**config.mk**
```make
export PLATFORM = sky130hd
export DESIGN_NAME = q_update_pipe
export DESIGN_NICKNAME = d
export VERILOG_FILES = /design/src/rtl/q_update_pipe.sv
export SDC_FILE = /design/constraint.sdc
export NUM_CORES = 1
export LEC_CHECK = 0
export BUFFER_PORTS_ARGS = -buffer_cell sky130_fd_sc_hd__buf_2
export CAP_MARGIN = 25
export CORE_MARGIN = 2
export CORE_UTILIZATION = 45
export DETAILED_ROUTE_END_ITERATION = 10
export GPL_TIMING_DRIVEN = 0
export PLACE_DENSITY_LB_ADDON = 0.08
export SYNTH_ARGS = -nofsm -noshare
export SYNTH_HDL_FRONTEND = slang
export SYNTH_SLANG_ARGS = --single-unit
```
**constraint.sdc**
```tcl
create_clock -name clk -period 7.51 [get_ports clk]
set_clock_uncertainty 0.1 [all_clocks]
set_input_delay 2.253 -clock clk [delete_from_list [all_inputs] [get_ports clk]]
set_output_delay 2.253 -clock clk [all_outputs]
set_load 0.03 [all_outputs]
```
**src/rtl/q_update_pipe.sv**
```systemverilog
`default_nettype none
// q_update_pipe: 3-stage Q-learning update, Q' = Q + alpha*(r + gamma*maxQ - Q), with RAM write-back
// and in-flight forwarding. Optional macro QUPD_SAT_EN clamps Q' instead of two's-complement wrap.
module q_update_pipe #(
  parameter int DW       = 16,
  parameter int SW       = 6,
  parameter int AW       = 2,
  parameter int ALPHA_SH = 2,
  parameter int GAMMA_SH = 3
) (
  input  logic                 clk,
  input  logic                 rst_n,
  input  logic                 flush,
  input  logic                 in_valid,
  input  logic [SW-1:0]        state,
  input  logic [AW-1:0]        action,
  input  logic [DW-1:0]        reward,
  input  logic [DW-1:0]        q_cur,
  input  logic [DW-1:0]        q_max,
  output logic                 wr_en,
  output logic [SW+AW-1:0]     wr_addr,
  output logic [DW-1:0]        wr_data,
  output logic                 sat,
  output logic [15:0]          upd_cnt
);

  localparam int XW  = DW + 2;
  localparam int ADW = SW + AW;

  logic            r_s1_valid;
  logic [ADW-1:0]  r_s1_addr;
  logic [DW-1:0]   r_s1_rew;
  logic [DW-1:0]   r_s1_q;
  logic [DW-1:0]   r_s1_gq;

  logic            r_s2_valid;
  logic [ADW-1:0]  r_s2_addr;
  logic [DW-1:0]   r_s2_rew;
  logic [DW-1:0]   r_s2_q;
  logic [DW-1:0]   r_s2_gq;

  logic            r_wr_en;
  logic [ADW-1:0]  r_wr_addr;
  logic [DW-1:0]   r_wr_data;
  logic            r_sat;
  logic [15:0]     r_upd_cnt;

  // gamma*maxQ computed before S1 so S2 only carries one adder chain
  logic signed [DW-1:0] w_qmax;
  logic signed [DW-1:0] w_gq;
  assign w_qmax = q_max;
  assign w_gq   = w_qmax - (w_qmax >>> GAMMA_SH);

  logic signed [XW-1:0] w_r_x;
  logic signed [XW-1:0] w_gq_x;
  logic signed [XW-1:0] w_q_x;
  logic signed [XW-1:0] w_td;
  logic signed [XW-1:0] w_qn;
  assign w_r_x  = {{2{r_s2_rew[DW-1]}}, r_s2_rew};
  assign w_gq_x = {{2{r_s2_gq[DW-1]}},  r_s2_gq};
  assign w_q_x  = {{2{r_s2_q[DW-1]}},   r_s2_q};
  assign w_td   = w_r_x + w_gq_x - w_q_x;
  assign w_qn   = w_q_x + (w_td >>> ALPHA_SH);

  logic [DW-1:0] w_q_fin;
  logic          w_sat;
`ifdef QUPD_SAT_EN
  logic w_ovf;
  assign w_ovf = ~((&w_qn[XW-1:DW-1]) | ~(|w_qn[XW-1:DW-1]));
  always_comb begin
    w_q_fin = w_qn[DW-1:0];
    w_sat   = 1'b0;
    if (w_ovf) begin
      w_sat   = 1'b1;
      w_q_fin = w_qn[XW-1] ? {1'b1, {(DW-1){1'b0}}} : {1'b0, {(DW-1){1'b1}}};
    end
  end
`else
  logic w_unused_hi;
  assign w_unused_hi = ^w_qn[XW-1:DW];
  assign w_q_fin     = w_qn[DW-1:0];
  assign w_sat       = 1'b0;
`endif

  // Newest in-flight result for the same address wins over the RAM read
  logic [DW-1:0] w_q_fwd;
  always_comb begin
    w_q_fwd = r_s1_q;
    if (r_s2_valid && (r_s2_addr == r_s1_addr)) begin
      w_q_fwd = w_q_fin;
    end else if (r_wr_en && (r_wr_addr == r_s1_addr)) begin
      w_q_fwd = r_wr_data;
    end
  end

  always_ff @(posedge clk or negedge rst_n) begin
    if (!rst_n) begin
      r_s1_valid <= 1'b0;
      r_s1_addr  <= '0;
      r_s1_rew   <= '0;
      r_s1_q     <= '0;
      r_s1_gq    <= '0;
    end else begin
      r_s1_valid <= in_valid & ~flush;
      r_s1_addr  <= {state, action};
      r_s1_rew   <= reward;
      r_s1_q     <= q_cur;
      r_s1_gq    <= w_gq;
    end
  end

  always_ff @(posedge clk or negedge rst_n) begin
    if (!rst_n) begin
      r_s2_valid <= 1'b0;
      r_s2_addr  <= '0;
      r_s2_rew   <= '0;
      r_s2_q     <= '0;
      r_s2_gq    <= '0;
    end else begin
      r_s2_valid <= r_s1_valid & ~flush;
      r_s2_addr  <= r_s1_addr;
      r_s2_rew   <= r_s1_rew;
      r_s2_q     <= w_q_fwd;
      r_s2_gq    <= r_s1_gq;
    end
  end

  always_ff @(posedge clk or negedge rst_n) begin
    if (!rst_n) begin
      r_wr_en   <= 1'b0;
      r_wr_addr <= '0;
      r_wr_data <= '0;
      r_sat     <= 1'b0;
      r_upd_cnt <= '0;
    end else begin
      r_wr_en <= r_s2_valid & ~flush;
      if (r_s2_valid && !flush) begin
        r_wr_addr <= r_s2_addr;
        r_wr_data <= w_q_fin;
        r_sat     <= w_sat;
        r_upd_cnt <= r_upd_cnt + 16'd1;
      end
    end
  end

  assign wr_en   = r_wr_en;
  assign wr_addr = r_wr_addr;
  assign wr_data = r_wr_data;
  assign sat     = r_sat;
  assign upd_cnt = r_upd_cnt;

endmodule
`default_nettype wire

```
---- Word level (Yosys, flattened, before mapping) ----
Cells that the tools add are included.
storage, ports and cells
  bits of input ports ..................... 60
  bits in registers ....................... 155
  output and inout bits ................... 42
cells by class
  muxes and demuxes ....................... 2
  bitwise gates (word level) .............. 4
  equal/unequal tests ..................... 2
  add/subtract/negate cells ............... 5
  reductions and logical operators ........ 4
operators by type and width
  kind                     count
  $mux W16                 2
  $sub A17 B16 Y18         1
  $add A16 B16 Y17         1
  $add A16 B1 Y16 const B  1
  $add A16 B16 Y16         1
  $eq A8 B8 Y1             2
  $sub A16 B13 Y16         1
  $and A1 B1 Y1            3
  $logic_and A1 B1 Y1      3
  $logic_not A1 Y1         1
  $not A1 Y1               1

---- Longest topological paths before layout ----
Gate-level depths: netlist of the first run.
  depth after elaboration ................. 4
  gate-level depth with buffers ........... 21
  gate-level depth less buffers ........... 21

---- Worst setup path after synthesis of the first run ----
OpenSTA, ideal clock, no wires.
  path kind ............................... flip-flop to flip-flop
  start point ............................. register r_s2_q[2]
  end point ............................... register r_s2_q[14]
  arrival time ............................ 4,585 ps
  path slack .............................. 2,666 ps
  library setup time ...................... 159 ps
  cell stages (with the launch flop) ...... 21
  data required time ...................... 7,251 ps
  cell sequence ........................... dfrtp_1 fa_1 inv_1 ha_1 a21oi_1 a21boi_0 a31o_2 o21ai_0 nand2b_1 a221o_1 a21oi_1 xnor2_1 ha_1 and3_1 a221o_1 a31oi_1 o21ai_1 or4_1 a31oi_1 xor2_1 mux2i_1
on the way
  word-level cells in the longest chain between the ends .. 3
RTL lines
  item                    line  text
  from (decl)             39    logic [DW-1:0] r_s2_q;
  from (signal assigned)  123   r_s2_q <= w_q_fwd;
  $sub A17 B16 Y18        62    assign w_td = w_r_x + w_gq_x - w_q_x;
  $add A16 B16 Y16 (*)    63    assign w_qn = w_q_x + (w_td >>> ALPHA_SH);
  $mux W16 (*)            89    if (r_s2_valid && (r_s2_addr == r_s1_addr)) begin
  named net w_q_fwd[14]   86    logic [DW-1:0] w_q_fwd;
Mark *: on every way through the listed nets, which the timed path passes. The rest lies on a longest branch.
A chain may end at the register's enable or synchronous reset.

---- Worst setup path in the final report of the first run ----
Same ends and word-level chain as after synthesis.

==> results.py, run 1 <==
metrics = {
    "run_status": {
        "outcome": "completed",
    },
    "floorplanning": {
        "die_area_mm2": 0.0175,
        "die_x_um": 132,
        "rows": 46,
        "fp.dieH_um": 132,
        "start_util_pct": 46.3,
        "coreArea_mm2": 0.0160,
        "ios": 102,
    },
    "drt": {
        "routed_via_density": 4.93,
        "drt-total-wl_um": 14400,
        "wl_per_cell_um": 14.2,
        "first_pass_iters": 6,
        "vias": 5011,
        "drc": 0,
        "drtIter0Drc": 259,
        "drtAntennaViolNets": 0,
    },
    "worst_setup_path": {
        "required_ps": 7670,
        "cp-start-kind": "register",
        "r2r-end": "r_s2_q[14]$_DFF_PN0_",
        "worstSetupPathType": "register to register",
        "rr_worst_depth": 20,
        "slowest_stage": "fa_1",
        "r2r_slack_ps": 2120,
        "path_buf_inv": 1,
        "critPathArrivalTime_ps": 5560,
        "r2r_start": "r_s2_q[2]$_DFF_PN0_",
        "critical-path-top-delay-family": "compound AO/OA/AOI/OAI gates",
        "cp_max_fo": 4,
        "end_kind": "register",
        "slowest_delay_ps": 520,
        "worstPathCellList": "fa_1, inv_1, ha_1, a21oi_1, a21boi_0, a31o_2, o21ai_0, nand2b_1, a221o_1, a21oi_1, xnor2_1, ha_1, and3_1, a221o_1, a31oi_1, o21ai_1, or4_1, a31oi_1, xor2_1, mux2i_1",
    },
    "job": {
        "maxCapViolations": 0,
    },
    "clock_tree": {
        "cts-resized-gates": 0,
        "cts_tree": "built",
        "cts_num_sinks": 155,
        "post_cts_buffers": 0,
        "cts_made_buffers": 17,
        "cts_root_buf": "clkbuf_16",
        "cts_max_level": 4,
        "cts.path.max_buffers": 2,
        "clkTransAtPathRegs_ps": 60,
        "clock_latency_ps": 430,
        "cts-hold-fix-buffers": 0,
    },
    "power_and_ir_drop": {
        "power_density_mw_per_mm2": 354,
        "vdd_drop_max_mv": 0.187,
        "leakagePower_nw": 4.44,
        "power_mw": 3.13,
    },
    "synth": {
        "dominantRegCellSynth": "dfrtp_1",
        "syn_area_per_cell_um2": 11.1,
        "synthCells": 668,
        "async_reset_ff_share_pct": 100,
        "synth_area_mm2": 0.00740,
        "syn_nets": 793,
        "seq_area_frac_synth_pct": 52.4,
        "synth-edff-count": 0,
        "yosys_warnings": 0,
        "ys_ff_latch": 155,
        "synth_cell_type_count": 50,
    },
    "grt": {
        "antenna_found_initial": 0,
        "grtUsageMet1_pct": 23.9,
        "busiest_layer": "met2",
        "grt_use_met2_pct": 28.3,
        "grt_use_met3_pct": 4.08,
        "overflow": 0,
        "grt_start_max_net_pins": 80,
        "grt_pass1_vias": 5140,
        "grt_pass1_wl_um": 24700,
        "track_usage_pct": 17.8,
    },
    "sta": {
        "whs_ps": 246,
        "maxSlewHeadroom_pct": 38.1,
        "layout_min_cycle_time_ps": 5390,
        "drv_slew": 0,
        "max_freq_mhz": 185,
        "rsz0062_at_grt": "false",
        "finalHoldViolCount": 0,
        "setup_viol": 0,
        "tightest_slew_ps": 921,
        "fin_crit_sh_pct": 71.8,
        "worst_slack_ps": 2120,
        "setup_tns_ps": 0,
    },
    "finish": {
        "area_growth_pct": 19.4,
        "ff_latch_area_mm2": 0.00388,
        "antenna_cells": 0,
        "post-route-cell-area_mm2": 0.00884,
        "fill_cells": 1442,
        "nets": 913,
        "final_common_cell": "dfrtp_1",
        "multi_input_area_mm2": 0.00316,
        "mostFrequentLayoutCells": "155 x dfrtp_1, 101 x buf_2, 87 x inv_1",
        "drive_gt1_share_pct": 18.0,
    },
    "placed_design": {
        "place_hpwl_um": 10900,
        "place.gp.congestion": 0.799,
        "dp_slack_ps": 2090,
        "io_buffers": 100,
        "dpl_cell_area_mm2": 0.00821,
    },
    "hold_path": {
        "min_from": "r_s1_rew[2]$_DFF_PN0_",
        "hold_depth": 0,
        "hold_end": "r_s2_rew[2]$_DFF_PN0_",
        "hold_class": "register to register",
    },
}
worst reg2reg max path, stage by stage (launching register included):
cell,delay (ps)
dfrtp_1,410
fa_1,520
inv_1,40
ha_1,330
a21oi_1,160
a21boi_0,190
a31o_2,330
o21ai_0,150
nand2b_1,120
a221o_1,340
a21oi_1,180
xnor2_1,140
ha_1,280
and3_1,220
a221o_1,320
a31oi_1,260
o21ai_1,170
or4_1,420
a31oi_1,210
xor2_1,220
mux2i_1,110
final cells by class:
class                      count  share of cell area, %
sequential                   155                   43.9
inverter                      87                   3.70
clock inverter                10                   1.56
clock buffer                  22                   5.48
tap                          216                   3.06
multi-input combinational    416                   35.8
buffer                        10                  0.496
timing repair buffer         101                   6.05
cell usage after synthesis, types with 3 or more instances:
| cell | count | share of area [%] |
|---|---|---|
| dfrtp_1 | 155 | 52 |
| inv_1 | 87 | 4.4 |
| nand2_1 | 61 | 3.1 |
| ha_1 | 48 | 8.1 |
| xnor2_1 | 41 | 4.9 |
| a21oi_1 | 35 | 2.4 |
| o21ai_0 | 28 | 1.9 |
| xor2_1 | 27 | 3.2 |
| nor2_1 | 23 | 1.2 |
| a211oi_1 | 19 | 1.9 |
| nor2b_1 | 18 | 1.5 |
| fa_1 | 17 | 4.6 |
| a21o_1 | 10 | 1.0 |
| nand4_1 | 10 | 0.85 |
| nand3_1 | 8 | 0.54 |
| a31oi_1 | 7 | 0.59 |
| o21bai_1 | 7 | 0.71 |
| nand2b_1 | 6 | 0.51 |
| clkbuf_1 | 5 | 0.25 |
| o21a_1 | 5 | 0.51 |
| mux2_2 | 4 | 0.61 |
| mux2i_1 | 4 | 0.54 |
| and4_1 | 3 | 0.35 |
| nor3_1 | 3 | 0.20 |
| nor4_1 | 3 | 0.25 |
cell families (layout without fill, tap and decap cells):
group | count (synthesis) | after routing | synth area share, %
other cells | 1 | 1 | 0.0507
fa+ha+maj | 65 | 65 | 12.7
xor+xnor | 68 | 68 | 8.04
simple gates | 147 | 147 | 9.87
mux | 8 | 8 | 1.15
compound gates | 127 | 127 | 10.8
flops | 155 | 155 | 52.4
buf+inv | 97 | 230 | 5.00
flip-flops by register name, indices dropped and copies added (netlist names):
name        cells
r_s1_gq        16
r_s1_q         16
r_s1_rew       16
r_s2_gq        16
r_s2_q         16
r_s2_rew       16
upd_cnt        16
wr_data        16
r_s1_addr       8
r_s2_addr       8
wr_addr         8
r_s1_valid      1
r_s2_valid      1
wr_en           1
worst max-delay path by stage:
stage,from,end,slack [ps],depth (start not counted)
after global placement,rst_n,r_s1_rew[8]$_DFF_PN0_,1920,1
after floorplan,r_s2_q[2]$_DFF_PN0_,r_s2_q[14]$_DFF_PN0_,2670,20
after global routing,r_s2_q[2]$_DFF_PN0_,r_s2_q[14]$_DFF_PN0_,1770,20
final,r_s2_q[2]$_DFF_PN0_,r_s2_q[14]$_DFF_PN0_,2120,20
after detailed placement,r_s2_q[2]$_DFF_PN0_,r_s2_q[14]$_DFF_PN0_,2090,20
after CTS,r_s2_q[2]$_DFF_PN0_,r_s2_q[14]$_DFF_PN0_,2080,20
routing by layer:
metal  part of all wire, %  wire length, µm  up-vias
li1                      -                -     2479
met1                    48             6930     2428
met2                    47             6760       87
met3                   3.2              464       17
met4                   1.8              265        0
met5                     0                0        -
where the power goes:
| part | switching [mW] | internal [mW] | leakage [nW] |
|---|---|---|---|
| Sequential | 0.0755 | 0.948 | 1.86 |
| Clock | 0.327 | 0.558 | 0.303 |
| Combinational | 0.729 | 0.492 | 2.27 |
| Total | 1.13 | 2.00 | 4.44 |
stage by stage:
stage	utilization (%)	cells
floorplan	-	668
global placement	51.1	984
detailed placement	51.3	985
CTS	55.2	1017
global route	55.2	1017
finish	55.2	1017
Power figures use the tool's default switching activity.
==> inputs of run 2 (changes only) <==
--- a/config.mk
+++ b/config.mk
@@ -5,6 +5,7 @@
 export SDC_FILE = /design/constraint.sdc
 export NUM_CORES = 1
 export LEC_CHECK = 0
+export ABC_AREA = 1
 export BUFFER_PORTS_ARGS = -buffer_cell sky130_fd_sc_hd__buf_2
 export CAP_MARGIN = 25
 export CORE_MARGIN = 2
==> constraint.sdc (replaced) <==
create_clock -name clk -period 5.4 [get_ports clk]
set_clock_uncertainty 0.1 [all_clocks]
set_input_delay 1.62 -clock clk [delete_from_list [all_inputs] [get_ports clk]]
set_output_delay 1.62 -clock clk [all_outputs]
set_load 0.03 [all_outputs]
==> run 2 against run 1 <==
  * Via count up 20%
  * First-iteration DRC count up 26%
  * Routed wire length up 23%
  * Critical path depth unchanged
  * Design area up 7.3%
  * Non-clock buffer count unchanged
  * Power up 49%
  * Sequential cell count unchanged
  * Cell count up 25%
  * Worst hold slack worse by 0.64 ps
  * Critical endpoint is now wr_data[9]$_DFFE_PN0P_
  * Register-to-register slack worse by 780 ps
  * Largest power group unchanged
  * Combinational power up 70%
==> results.py, run 2 <==
metrics = {
    "clock_tree": {
        "cts_max_level": 4,
        "clkTransAtPathRegs_ps": 70,
        "cts_tree": "built",
        "cts-resized-gates": 0,
        "post_cts_buffers": 0,
        "cts.path.max_buffers": 2,
        "clock_latency_ps": 430,
        "cts_num_sinks": 155,
        "cts-hold-fix-buffers": 0,
        "cts_root_buf": "clkbuf_16",
        "cts_made_buffers": 17,
    },
    "finish": {
        "ff_latch_area_mm2": 0.00388,
        "nets": 1150,
        "antenna_cells": 0,
        "mostFrequentLayoutCells": "204 x nand2_1, 170 x inv_1, 155 x dfrtp_1",
        "drive_gt1_share_pct": 15.6,
        "area_growth_pct": 17.2,
        "fill_cells": 1717,
        "multi_input_area_mm2": 0.00352,
        "post-route-cell-area_mm2": 0.00949,
        "final_common_cell": "nand2_1",
    },
    "synth": {
        "async_reset_ff_share_pct": 100,
        "synthAdderAreaFrac_pct": 11.6,
        "syn_area_per_cell_um2": 8.95,
        "yosysMostFrequentCell": "nand2_1",
        "yosys.area.top_type_share_pct": 47.9,
        "synthTopCellsByCount": "204 x nand2_1, 170 x inv_1, 155 x dfrtp_1",
        "ys_ff_latch": 155,
        "synth_compound_area_share_pct": 7.40,
        "seq_area_frac_synth_pct": 47.9,
        "syn_nets": 1030,
        "yosysTopAreaCell": "dfrtp_1",
        "synth_area_mm2": 0.00810,
        "synthSimpleGateAreaFrac_pct": 18.4,
        "synth_area_leaders": "dfrtp_1 48%, nand2_1 9.5%, inv_1 7.9%, ha_1 7.4%, fa_1 4.2%",
        "synth_top_family_by_area": "simple AND/OR/NAND/NOR gates",
        "synth-xor-area-share_pct": 5.95,
        "dominantRegCellSynth": "dfrtp_1",
        "synthCells": 905,
        "synth-edff-count": 0,
        "yosys_warnings": 0,
        "synth_cell_type_count": 40,
        "synth_mux_area_share_pct": 0,
    },
    "drt": {
        "first_pass_iters": 5,
        "drtAntennaViolNets": 0,
        "wl_per_cell_um": 14.0,
        "drc": 0,
        "drt-total-wl_um": 17700,
        "drtIter0Drc": 327,
        "vias": 5991,
        "routed_via_density": 4.73,
    },
    "sta": {
        "worst_slack_ps": 1330,
        "tightest_slew_ps": 660,
        "drv_slew": 0,
        "setup_viol": 0,
        "setup_tns_ps": 0,
        "rsz0062_at_grt": "false",
        "layout_min_cycle_time_ps": 4070,
        "finalHoldViolCount": 0,
        "maxSlewHeadroom_pct": 56.0,
        "max_freq_mhz": 246,
        "fin_crit_sh_pct": 75.3,
    },
    "grt": {
        "antenna_found_initial": 0,
        "grt_pass1_vias": 6060,
        "track_usage_pct": 19.7,
        "grt_pass1_wl_um": 29800,
        "grt_start_max_net_pins": 86,
        "overflow": 0,
    },
    "floorplanning": {
        "start_util_pct": 45.5,
        "ios": 102,
        "rows": 49,
        "fp.dieH_um": 138,
        "coreArea_mm2": 0.0178,
        "die_x_um": 138,
        "die_area_mm2": 0.0191,
    },
    "run_status": {
        "outcome": "completed",
    },
    "worst_setup_path": {
        "end_kind": "register",
        "critPathArrivalTime_ps": 4260,
        "worstSetupPathType": "register to register",
        "cp_max_fo": 4,
        "cp-start-kind": "register",
        "required_ps": 5590,
    },
    "placed_design": {
        "place_hpwl_um": 13800,
        "dp_slack_ps": 1320,
        "place.gp.congestion": 0.848,
        "io_buffers": 100,
        "dpl_cell_area_mm2": 0.00892,
    },
    "job": {
        "maxCapViolations": 0,
    },
    "power_and_ir_drop": {
        "vdd_drop_max_mv": 0.284,
        "power_density_mw_per_mm2": 491,
        "leakagePower_nw": 5.12,
        "power_mw": 4.66,
    },
    "hold_path": {
        "hold_class": "register to register",
    },
}
==> run 2: changes by cell type after synthesis, sizes merged, moves of 7 or more <==
cell,before,now
nor2,23,35
o21ai,30,45
nand3,8,62
xnor2,41,22
nor2b,18,0
a211oi,19,0
or2,1,8
nand2,61,206
a21oi,35,47
nor3,3,13
inv,87,172
==> run 2: path summary, 6_finish.rpt <==
kind	from	to	slack (ps)	cells past startpoint
worst min-delay path	r_s1_gq[11]$_DFF_PN0_	r_s2_gq[11]$_DFF_PN0_	250	0
worst max register to register	r_s2_rew[2]$_DFF_PN0_	wr_data[9]$_DFFE_PN0P_	1330	20
worst min register to register	r_s1_gq[11]$_DFF_PN0_	r_s2_gq[11]$_DFF_PN0_	250	0
max in group asynchronous	rst_n	r_s2_gq[9]$_DFF_PN0_	3260	2
worst max-delay path	r_s2_rew[2]$_DFF_PN0_	wr_data[9]$_DFFE_PN0P_	1330	20
min in group asynchronous	rst_n	r_s2_q[8]$_DFF_PN0_	1110	1
==> run 2: per-layer routing <==
metal | vias to the layer above | routed length (µm) | GRT usage [%]
li1 | 3069 | - | -
met1 | 2801 | 8110 | 25.7
met2 | 108 | 8500 | 32.5
met3 | 13 | 952 | 5.82
met4 | 0 | 158 | 4.99
met5 | - | 0 | 0
==> run 2: report_power, final <==
group          internal (mW)  switching [mW]
registers               1.33           0.104
logic                  0.736            1.35
clock network          0.621           0.525
total                   2.68            1.98
==> run 2: final cells by class <==
type	instances	share of cell area, %
Tap cell	229	3.02
Buffer	10	0.567
Clock buffer	19	4.67
Multi-Input combinational cell	568	37.1
Clock inverter	13	1.33
Inverter	172	6.81
Timing Repair Buffer	101	5.63
Sequential cell	155	40.9
==> run 2: worst max-delay path, stage by stage, from the launching register on <==
cell and delay (ps):
dfrtp_1 340, inv_1 60, fa_1 530, inv_1 40, ha_1 330, nand2_1 90, o21ai_1 260, nand2_1 100
nand2_1 130, nand2_1 70, nand2_1 140, nand3_1 90, nand2_1 80, xor2_1 170, ha_1 310, a21oi_1 240
o21ai_0 170, nand3b_1 220, or2_2 310, nand3_1 70, o21ai_0 80
==> run 2: cells by family after synthesis <==
| kind of cell | after synthesis |
|---|---|
| flops | 155 |
| other cells | 1 |
| xor+xnor | 55 |
| simple gates | 336 |
| compound gates | 111 |
| fa+ha+maj | 65 |
| buf+inv | 182 |
==> run 2: per-stage QoR <==
step,instances,utilization [%],hold slack (ps)
after floorplan,905,-,231
after global placement,1234,50.0,232
after detailed placement,1235,50.1,236
after CTS,1267,53.3,251
after global routing,1267,53.3,252
final,1267,53.3,245
==> inputs of run 3 (changes only) <==
--- a/config.mk
+++ b/config.mk
@@ -5,7 +5,7 @@
 export SDC_FILE = /design/constraint.sdc
 export NUM_CORES = 1
 export LEC_CHECK = 0
-export ABC_AREA = 1
+export ABC_AREA = 0
 export BUFFER_PORTS_ARGS = -buffer_cell sky130_fd_sc_hd__buf_2
 export CAP_MARGIN = 25
 export CORE_MARGIN = 2
==> constraint.sdc (replaced) <==
create_clock -name clk -period 3.3 [get_ports clk]
set_clock_uncertainty 0.1 [all_clocks]
set_input_delay 0.99 -clock clk [delete_from_list [all_inputs] [get_ports clk]]
set_output_delay 0.99 -clock clk [all_outputs]
set_load 0.03 [all_outputs]
==> run 3 against run 2 <==
  * Highest routed layer unchanged
  * Combinational power rose by 110%
  * Non-clock buffer count up 31
  * Sequential cell count did not move
  * Critical path depth is 2 higher
  * Largest power group unchanged
  * The flow now finishes with violations (negative setup slack)
  * Register-to-register slack got worse by 2900 ps
  * Cell count down 17%
  * Global-route usage increased by 0.10 points
  * Clock power increased by 63%
==> results.py, run 3 (same netlist as run 1, synthesis figures left out) <==
metrics = {
    "worst_setup_path": {
        "critical-path-top-delay-family": "compound AO/OA/AOI/OAI gates",
        "critPathArrivalTime_ps": 5090,
        "worstPathCellList": "fa_1, inv_2, ha_4, nand4b_1, a21boi_2, a31o_4, o21ai_2, nand2b_1, a221o_1, a21oi_2, xnor2_1, ha_1, and3_4, a221o_1, buf_4, buf_6, a21oi_4, a41oi_2, a31oi_2, xnor2_1, xnor2_1, o21ai_1",
        "cp_max_fo": 3,
        "cp-start-kind": "register",
        "required_ps": 3480,
        "crit_top_cell": "xnor2_1",
        "worstSetupPathType": "register to register",
        "slowest_stage": "fa_1",
        "end_kind": "register",
        "slowest_delay_ps": 540,
        "path_buf_inv": 3,
    },
    "finish": {
        "drive_gt1_share_pct": 27.8,
        "antenna_cells": 0,
        "nets": 944,
        "final_common_cell": "dfrtp_1",
        "area_growth_pct": 28.1,
        "post-route-cell-area_mm2": 0.00948,
        "mostFrequentLayoutCells": "155 x dfrtp_1, 101 x buf_2, 83 x inv_1",
        "fill_cells": 1391,
    },
    "floorplanning": {
        "rows": 46,
        "ios": 102,
        "start_util_pct": 46.3,
        "fp.dieH_um": 132,
        "die_area_mm2": 0.0175,
        "coreArea_mm2": 0.0160,
        "die_x_um": 132,
    },
    "power_and_ir_drop": {
        "power_mw": 8.54,
        "leakagePower_nw": 4.67,
        "vdd_drop_max_mv": 0.529,
        "power_density_mw_per_mm2": 901,
    },
    "placed_design": {
        "place_hpwl_um": 11700,
        "place.gp.congestion": 0.909,
        "dpl_cell_area_mm2": 0.00825,
        "io_buffers": 100,
    },
    "grt": {
        "track_usage_pct": 19.8,
        "antenna_found_initial": 0,
        "grt_start_max_net_pins": 95,
        "grt_pass1_wl_um": 27200,
        "overflow": 0,
        "grt_pass1_vias": 5429,
    },
    "clock_tree": {
        "cts.path.max_buffers": 2,
        "cts-hold-fix-buffers": 0,
        "cts_max_level": 4,
        "clock_latency_ps": 420,
        "cts_made_buffers": 17,
        "cts_tree": "built",
        "clkTransAtPathRegs_ps": 60,
        "cts_num_sinks": 155,
        "cts_root_buf": "clkbuf_16",
    },
    "sta": {
        "drv_slew": 0,
        "layout_min_cycle_time_ps": 4910,
        "fin_crit_sh_pct": 149,
        "finalHoldViolCount": 0,
        "rsz0062_at_grt": "true",
        "maxSlewHeadroom_pct": 47.4,
        "worst_slack_ps": -1610,
        "tightest_slew_ps": 782,
        "max_freq_mhz": 204,
        "setup_viol": 24,
    },
    "drt": {
        "routed_via_density": 5.00,
        "drtAntennaViolNets": 0,
        "drc": 0,
        "vias": 5238,
        "first_pass_iters": 4,
        "wl_per_cell_um": 15.8,
        "drtIter0Drc": 237,
        "drt-total-wl_um": 16600,
    },
    "hold_path": {
        "hold_class": "register to register",
    },
    "run_status": {
        "failed_checks": "negative setup slack",
        "outcome": "finished, violations left",
    },
    "job": {
        "maxCapViolations": 0,
    },
}
-- run 3: changes by cell type in the layout (fill, tap and decap cells not counted), moves of 14 or more --
| cell | previous run | this run |
|---|---|---|
| a211oi_1 | 0 | 17 |
| a21oi_1 | 47 | 23 |
| buf_4 | 4 | 19 |
| inv_1 | 170 | 83 |
| nand2_1 | 204 | 61 |
| nand3_1 | 58 | 8 |
| nor2b_1 | 0 | 18 |
| o21ai_0 | 41 | 17 |
| xnor2_1 | 22 | 36 |
-- run 3: per-layer routing --
| layer | track usage [%] | up-vias | wire length (µm) |
|---|---|---|---|
| met4 | 6.21 | 0 | 186 |
| met3 | 4.27 | 15 | 603 |
| li1 | - | 2521 | - |
| met2 | 31.3 | 107 | 7940 |
| met5 | 0 | - | 0 |
| met1 | 27.5 | 2595 | 7870 |
-- run 3: path summary, 6_finish.rpt --
| check | startpoint | to | slack, ps | cells past startpoint |
|---|---|---|---|---|
| setup / recovery | r_s2_q[2]$_DFF_PN0_ | wr_data[15]$_DFFE_PN0P_ | -1610 | 22 |
| hold / removal | r_s1_gq[6]$_DFF_PN0_ | r_s2_gq[6]$_DFF_PN0_ | 240 | 0 |
| setup reg to reg | r_s2_q[2]$_DFF_PN0_ | wr_data[15]$_DFFE_PN0P_ | -1610 | 22 |
| hold reg to reg | r_s1_gq[6]$_DFF_PN0_ | r_s2_gq[6]$_DFF_PN0_ | 240 | 0 |
| max in group asynchronous | rst_n | r_s2_gq[9]$_DFF_PN0_ | 1820 | 2 |
| min in group asynchronous | rst_n | upd_cnt[14]$_DFFE_PN0P_ | 440 | 1 |
-- run 3: layout make-up --
class                   instances  area, µm²  area share (%)
plain buffers                  10       43.8           0.462
clock buffers                  19        453            4.78
clock inverters                13        121            1.28
inverters                      87        327            3.44
multi-input cells             416       3570            37.7
flip-flops and latches        155       3880            40.9
well taps                     216        270            2.85
repair buffers                132        816            8.60
-- run 3: worst reg2reg max path: stages (launching register included) --
cell	delay [ps]
dfrtp_1	410
fa_1	540
inv_2	60
ha_4	250
nand4b_1	140
a21boi_2	100
a31o_4	240
o21ai_2	100
nand2b_1	90
a221o_1	380
a21oi_2	170
xnor2_1	150
ha_1	290
and3_4	170
a221o_1	340
buf_4	160
buf_6	110
a21oi_4	160
a41oi_2	170
a31oi_2	220
xnor2_1	160
xnor2_1	170
o21ai_1	90
-- run 3: what timing repair did --
action | in CTS | in global routing
buffers inserted | 22 | 18
hold endpoints to repair | 0 | 0
pin swaps | 31 | 33
gates resized for setup | 45 | 44
setup endpoints to repair | 21 | 28
-- run 3: power breakdown --
part           internal, mW  total (mW)  switching, mW
clock                  1.04        1.87          0.833
combinational          2.02        4.34           2.32
sequential             2.16        2.34          0.179
-- run 3: per-stage QoR --
step	hold slack, ps	instances	TNS (ps)	utilization, %	worst slack, ps
floorplan	231	668	-12730	-	-1280
global placement	234	984	-176160	51.3	-1840
detailed placement	235	986	-22020	51.6	-1830
CTS	247	1039	-18980	57.5	-1550
global route	254	1048	-28550	59.3	-1800
finish	242	1048	-24650	59.3	-1610
